==> src/rtl/halfword_serializer.sv <==
// rtl/halfword_serializer.sv - narrows 32-bit words (or single halfwords) into 16-bit beats
module halfword_serializer #(
  parameter bit HI_FIRST = 1'b0
) (
  input  logic        clk,
  input  logic        rst_n,
  input  logic        in_valid,
  output logic        in_ready,
  input  logic [31:0] in_data,
  input  logic        in_half,
  output logic        out_valid,
  input  logic        out_ready,
  output logic [15:0] out_data,
  output logic        out_last,
  output logic        busy
);

  typedef enum logic [1:0] {
    IDLE   = 2'd0,
    FIRST  = 2'd1,
    SECOND = 2'd2
  } state_t;

  state_t      state;
  state_t      state_nxt;
  logic [31:0] data;
  logic [31:0] data_nxt;
  logic        half;
  logic        half_nxt;
  logic        in_xfer;
  logic        out_xfer;

  // Outputs come only from registered state, so out_valid never sees out_ready.
  assign out_valid = (state != IDLE);
  assign busy      = (state != IDLE);
  assign out_last  = (state == SECOND) || ((state == FIRST) && half);
  assign in_ready  = (state == IDLE) || (out_valid && out_ready && out_last);
  assign in_xfer   = in_valid && in_ready;
  assign out_xfer  = out_valid && out_ready;

  always_comb begin
    out_data = 16'h0000;
    case (state)
      FIRST: begin
        if (half || !HI_FIRST) out_data = data[15:0];
        else                   out_data = data[31:16];
      end
      SECOND: begin
        if (HI_FIRST) out_data = data[15:0];
        else          out_data = data[31:16];
      end
      default: out_data = 16'h0000;
    endcase
  end

  always_comb begin
    state_nxt = state;
    data_nxt  = data;
    half_nxt  = half;
    case (state)
      IDLE: begin
        if (in_xfer) begin
          state_nxt = FIRST;
          data_nxt  = in_data;
          half_nxt  = in_half;
        end
      end
      FIRST, SECOND: begin
        if (out_xfer) begin
          if ((state == FIRST) && !half) begin
            state_nxt = SECOND;
          end else if (in_xfer) begin
            // Final beat leaving while the next word arrives: reload without a bubble.
            state_nxt = FIRST;
            data_nxt  = in_data;
            half_nxt  = in_half;
          end else begin
            state_nxt = IDLE;
          end
        end
      end
      default: state_nxt = IDLE;
    endcase
  end

  always_ff @(posedge clk or negedge rst_n) begin
    if (!rst_n) begin
      state <= IDLE;
      data  <= 32'h0;
      half  <= 1'b0;
    end else begin
      state <= state_nxt;
      data  <= data_nxt;
      half  <= half_nxt;
    end
  end

endmodule

==> config.mk <==
export PLATFORM = sky130hd
export DESIGN_NAME = halfword_serializer
export DESIGN_NICKNAME = d
export VERILOG_FILES = /design/src/rtl/halfword_serializer.sv
export SDC_FILE = /design/constraint.sdc
export NUM_CORES = 1
export LEC_CHECK = 0
export CAP_MARGIN = 20
export CORE_MARGIN = 3
export CORE_UTILIZATION = 55
export DETAILED_ROUTE_END_ITERATION = 16
export DONT_BUFFER_PORTS = 1
export MAX_ROUTING_LAYER = met4
export PLACE_DENSITY = 0.69
export SLEW_MARGIN = 20
export SYNTH_ARGS = -nofsm -noshare
export SYNTH_HDL_FRONTEND = slang
export SYNTH_SLANG_ARGS = --single-unit
==> constraint.sdc <==
create_clock -name clk -period 1.85 [get_ports clk]
set_input_delay 0.4625 -clock clk [delete_from_list [all_inputs] [get_ports clk]]
set_output_delay 0.4625 -clock clk [all_outputs]
set_load 0.01 [all_outputs]
# After elaboration in Yosys (flattened, before gate mapping)
# Cells that the tools add are included.
# Widths: inputs -> output; s select.
# word_totals
register_bits,35
inputBits,37
out_inout_bits,20
word_cells,36
# classes
n_eq_ne,5
mux,14
reduce_logical,14
# op_table
operator,count
$mux 32,3
$pmux 32 s2,1
$pmux 16 s2,1
$mux 2,3
$ne 2x2->1 const B,3
$logic_and 1x1->1,5
$mux 1,4
$pmux 2 s2,1
$reduce_bool 2->1,2
$reduce_and 3->1,1
$eq 2x1->1 const B,1
$eq 2x2->1 const B,1
$logic_not 2->1,1
$logic_or 1x1->1,2
$pmux 1 s2,1
$reduce_and 2->1,1
$reduce_or 2->1,1
$logic_not 1->1,1

# Longest topological paths before layout
# depth
word_depth,10
depth_mapped,9
depth_no_buf,6

# Least setup slack after synthesis
# No wires, ideal clock.
# synth_timing
path_kind,register to register
start,register state[0]
end,register data[0]
t_arrival_ns,1.918
required_ns,1.725
path_slack_ns,-0.193
path_stages_with_launch,10
synth_period_minus_slack_ns,2.043
path_cell_list,dfrtp_1 inv_1 ha_1 buf_6 a21o_1 a21o_1 and3b_1 buf_6 buf_6 mux2_4
# synth_between
elab_chain_len,10
word_cells_on_any_way,20
# synth_lines
element,line,rtl
from (decl),24,state_t state;
from (signal assigned),92,state <= state_nxt;
$eq 2x1->1,36,assign out_last = (state == SECOND) || ((state == FIRST) && half);
$logic_and 1x1->1,36,
$logic_or 1x1->1 (*),36,
net out_last,14,"output logic out_last,"
$logic_and 1x1->1 (*),37,assign in_ready = (state == IDLE) || (out_valid && out_ready && out_last);
$logic_or 1x1->1 (*),37,
net in_ready,8,"output logic in_ready,"
$logic_and 1x1->1 (*),38,assign in_xfer = in_valid && in_ready;
$mux 32 (*),n/a,
$mux 32 (2 in series),n/a,
$pmux 32 s2 (*),60,case (state)
to (signal assigned),93,data <= data_nxt;
to (decl),26,logic [31:0] data;
# The timed path passes the listed nets; every way through them passes the cells marked *. The select of a mux whose other input is x is not followed.
# A chain may end at the register's enable or synchronous reset.

# Final worst setup path
# layout_timing
start,register state[1]
end,output port in_ready
# layout_between
elab_chain_len,5
word_cells_on_any_way,9
# layout_lines
element,line
$eq 2x1->1,36
$logic_and 1x1->1,36
$logic_or 1x1->1,36
$logic_and 1x1->1,37
$logic_or 1x1->1 (*),37
to (decl),8
# Mark *: on every way between the ends. The rest lies on a longest branch, timed or not.

==> impl_metrics.ini <==
[status]
outcome = finished, violations left
violations_in_the_final_reports = setup timing

[setup_path]
critPathMostFrequentCell = a21o_1
critPathCaptureType = output pin
crit_path_start_kind = flip-flop
critical_path_arrival_ps = 1510
slowest_stage = dfrtp_1
worst-r2r-cell-count = 7
crit_chain = inv_1, ha_4, a21o_1, a21o_1, buf_6
worstSetupPathType = reg2out
cp.depth = 5
path_delay_family = flip-flops
total_buffers_and_inverters_traversed_by_the_critical_path = 2
worst-endpoint-required_ps = 1390
cp_max_fanout = 4
worst_path_largest_cell_delay_ps = 380

[sta]
hold_viol = 0
max_clock_freq_ghz = 0.507
final.setup.worst_slack_ps = -122
setup_violations_final = 51
finalSetupTns_ps = -3950
rsz0062_at_grt = yes
finalCritPeriodShare = 1.07
max_slew.worst_pin.slew_ps = 365
worst_skew_ps = 10.9
timing.final.max_slew_violations = 0
timing.hold.ws_ps = 258
period_needed_ps = 1970
relSlewSlack = 0.757

[clocking]
htree_num_levels = 2
cts_sinks = 35
cts_root_buffer = clkbuf_4
cts_inserted_buffers = 5
cts_tree = done
buffers_from_clock_root_to_sink_at_most = 2
cts.clk_slew.worst_paths_ps = 100
clk-insertion-delay-late_ps = 330

[power_and_ir_drop]
power_density_nw_per_um2 = 1920
fin_total_pwr_mw = 4.37
static-leakage-power_nw = 0.938
worst_ir_drop_vdd_mv = 1.13

[detailed_routing]
remaining_drc_errors = 0
detail-route-antenna-nets = 0
drt_iter0_markers = 27
via_count = 1120
routed_wl_um = 4010
dr.pass1.iters = 4
routedWlPerCell_um = 21.0
avgViaCountPerCell = 5.86

[logic_synthesis]
register_area_share_after_synthesis = 0.492
synth_top_cell_area_share = 0.492
main_combinational_cell_family_by_area_after_synthesis = multiplexers
synth_warnings = 0
post_synth_adder_cell_area = 0.0281
synth_mux_area_frac = 0.272
synth.lib_cells_used.distinct = 21
postSynthNetCount = 172
synth_top_cells_by_area = dfrtp_1 (49%), mux2_4 (25%), a22oi_1 (6.8%), buf_6 (3.8%), nor2_1 (3.4%)
avgSynthCellArea_um2 = 13.6
synth_seq_cells = 35
synth_xor_xnor_area_share = 0
synth_simple_gate_area_share = 0.0534
synth_cells = 131
post_synth_instance_area_um2 = 1780
synth_compound_area_frac = 0.0970
netlist.top_cell.by_area = dfrtp_1

[min_path]
hold-path-cell-count = 1
hold_path_class = in2reg

[global_routing]
groute.usage.overall = 0.227
largest_net_degree_at_the_start_of_global_routing = 36
grt_antenna_before_repair = 0
first_pass_grt_wire_length_um = 6600
grt_pass1_vias = 1289
globalRouteOverflowTotal = 0

[placed_design]
place_area_um2 = 1850
dp.cells = 176
globalplace.congestion = 0.714
dpl_worst_slack_ps = -72.0
place.detailed.hpwl_um = 2550
number_of_i_o_port_buffers = 0

[floorplanning]
design.die.area_um2 = 3950
core_area_um2 = 3080
std_cell_rows = 20
io-pin-count = 57
initial_utilization = 0.578
die_width_um = 62.9
die_h_um = 62.9

[cells_and_area]
drive_above_1_share = 0.633
layout.nets = 187
area_growth_syn_to_layout_pct = 28.3
final_core_utilization = 0.741
register_area_um2 = 877
multi_input_gate_area_um2 = 1040
final_cell_area_um2 = 2280
fillCellCount = 206
layout.cells.non_filler = 191
antenna_cells = 0

[flow_run]
timing.max_cap.violations = 0
-- state kept, by name, summed over array words and instances (netlist names) --
signal and cells:
half 1, data 32, state 2
-- layer usage --
layer / vias up / global-route usage / wire length, µm
met3: 4 / 0.0701 / 205
met4: 0 / 0.0689 / 67
li1: 499 / - / -
met5: - / - / 0
met1: 573 / 0.266 / 1630
met2: 44 / 0.373 / 2110
-- cells in the mapped netlist --
library cell / number
inv_2: 1
o31ai_1: 1
inv_1: 3
a31oi_1: 1
buf_6: 6
mux2_4: 30
a21o_1: 2
mux2_1: 3
dfrtp_1: 35
a41oi_1: 1
nor2b_1: 2
ha_1: 4
nand2b_1: 1
a22oi_1: 16
nor2_1: 16
nand2_1: 2
and3b_1: 1
buf_4: 1
o22ai_1: 1
clkbuf_1: 3
o41ai_1: 1
-- cell families after synthesis --
| group | after synthesis |
|---|---|
| AOI/OAI and AO/OA | 23 |
| adders and majority gates | 4 |
| buffers and inverters | 14 |
| DFF | 35 |
| muxes | 33 |
| and+or+nand+nor | 22 |
-- cell type report --
cell class	count	area share
Inverter	4	0.0148
Timing Repair inverter	1	0.00713
Clock buffer	7	0.0197
Clock inverter	1	0.00219
Sequential cell	35	0.384
Tap cell	44	0.0241
Multi-Input combinational cell	82	0.457
Timing Repair Buffer	17	0.0905
-- final timing paths --
kind                            slack, ps            startpoint              endpoint
worst max register to register       -100  state[1]$_DFFE_PN0P_  data[10]$_DFFE_PN0P_
min in group asynchronous             570                 rst_n  data[29]$_DFFE_PN0P_
worst min-delay path                  260            in_data[8]   data[8]$_DFFE_PN0P_
worst min register to register        520  data[10]$_DFFE_PN0P_  data[10]$_DFFE_PN0P_
worst max-delay path                 -120  state[1]$_DFFE_PN0P_              in_ready
max in group asynchronous            1080                 rst_n  state[0]$_DFFE_PN0P_
-- worst register-to-register path: stages (launching register included) --
cell and delay (ps):
dfrtp_1 410, inv_1 160, ha_4 190, a21o_1 150, a21o_1 150, and3b_2 240
buf_12 220, mux2_1 340
-- repair_timing --
action / CTS / global route
hold endpoints to repair: 35 / 0
buffers inserted: 4 / 0
endpoints found under the setup margin: 50 / 54
cloned: 1 / 0
gates resized for setup: 72 / 3
hold buffers: 2 / 0
pin swaps: 16 / 0
-- cell usage in the layout (no fill, tap or decap), types with 3 or more instances in the layout --
master     n
a22oi_2   16
ha_4       3
clkbuf_4   5
mux2_4    30
nor2_4    16
mux2_1     3
dfrtp_1   34
buf_6      3
buf_12     4
buf_4      7
-- power by group --
group          switching [mW]  total, mW  internal (mW)  leakage, nW
Clock                   0.241      0.390          0.148       0.0293
Combinational            1.19       2.52           1.34        0.493
Sequential              0.297       1.46           1.16        0.416
Note: power is estimated with default switching activity, not from simulation.
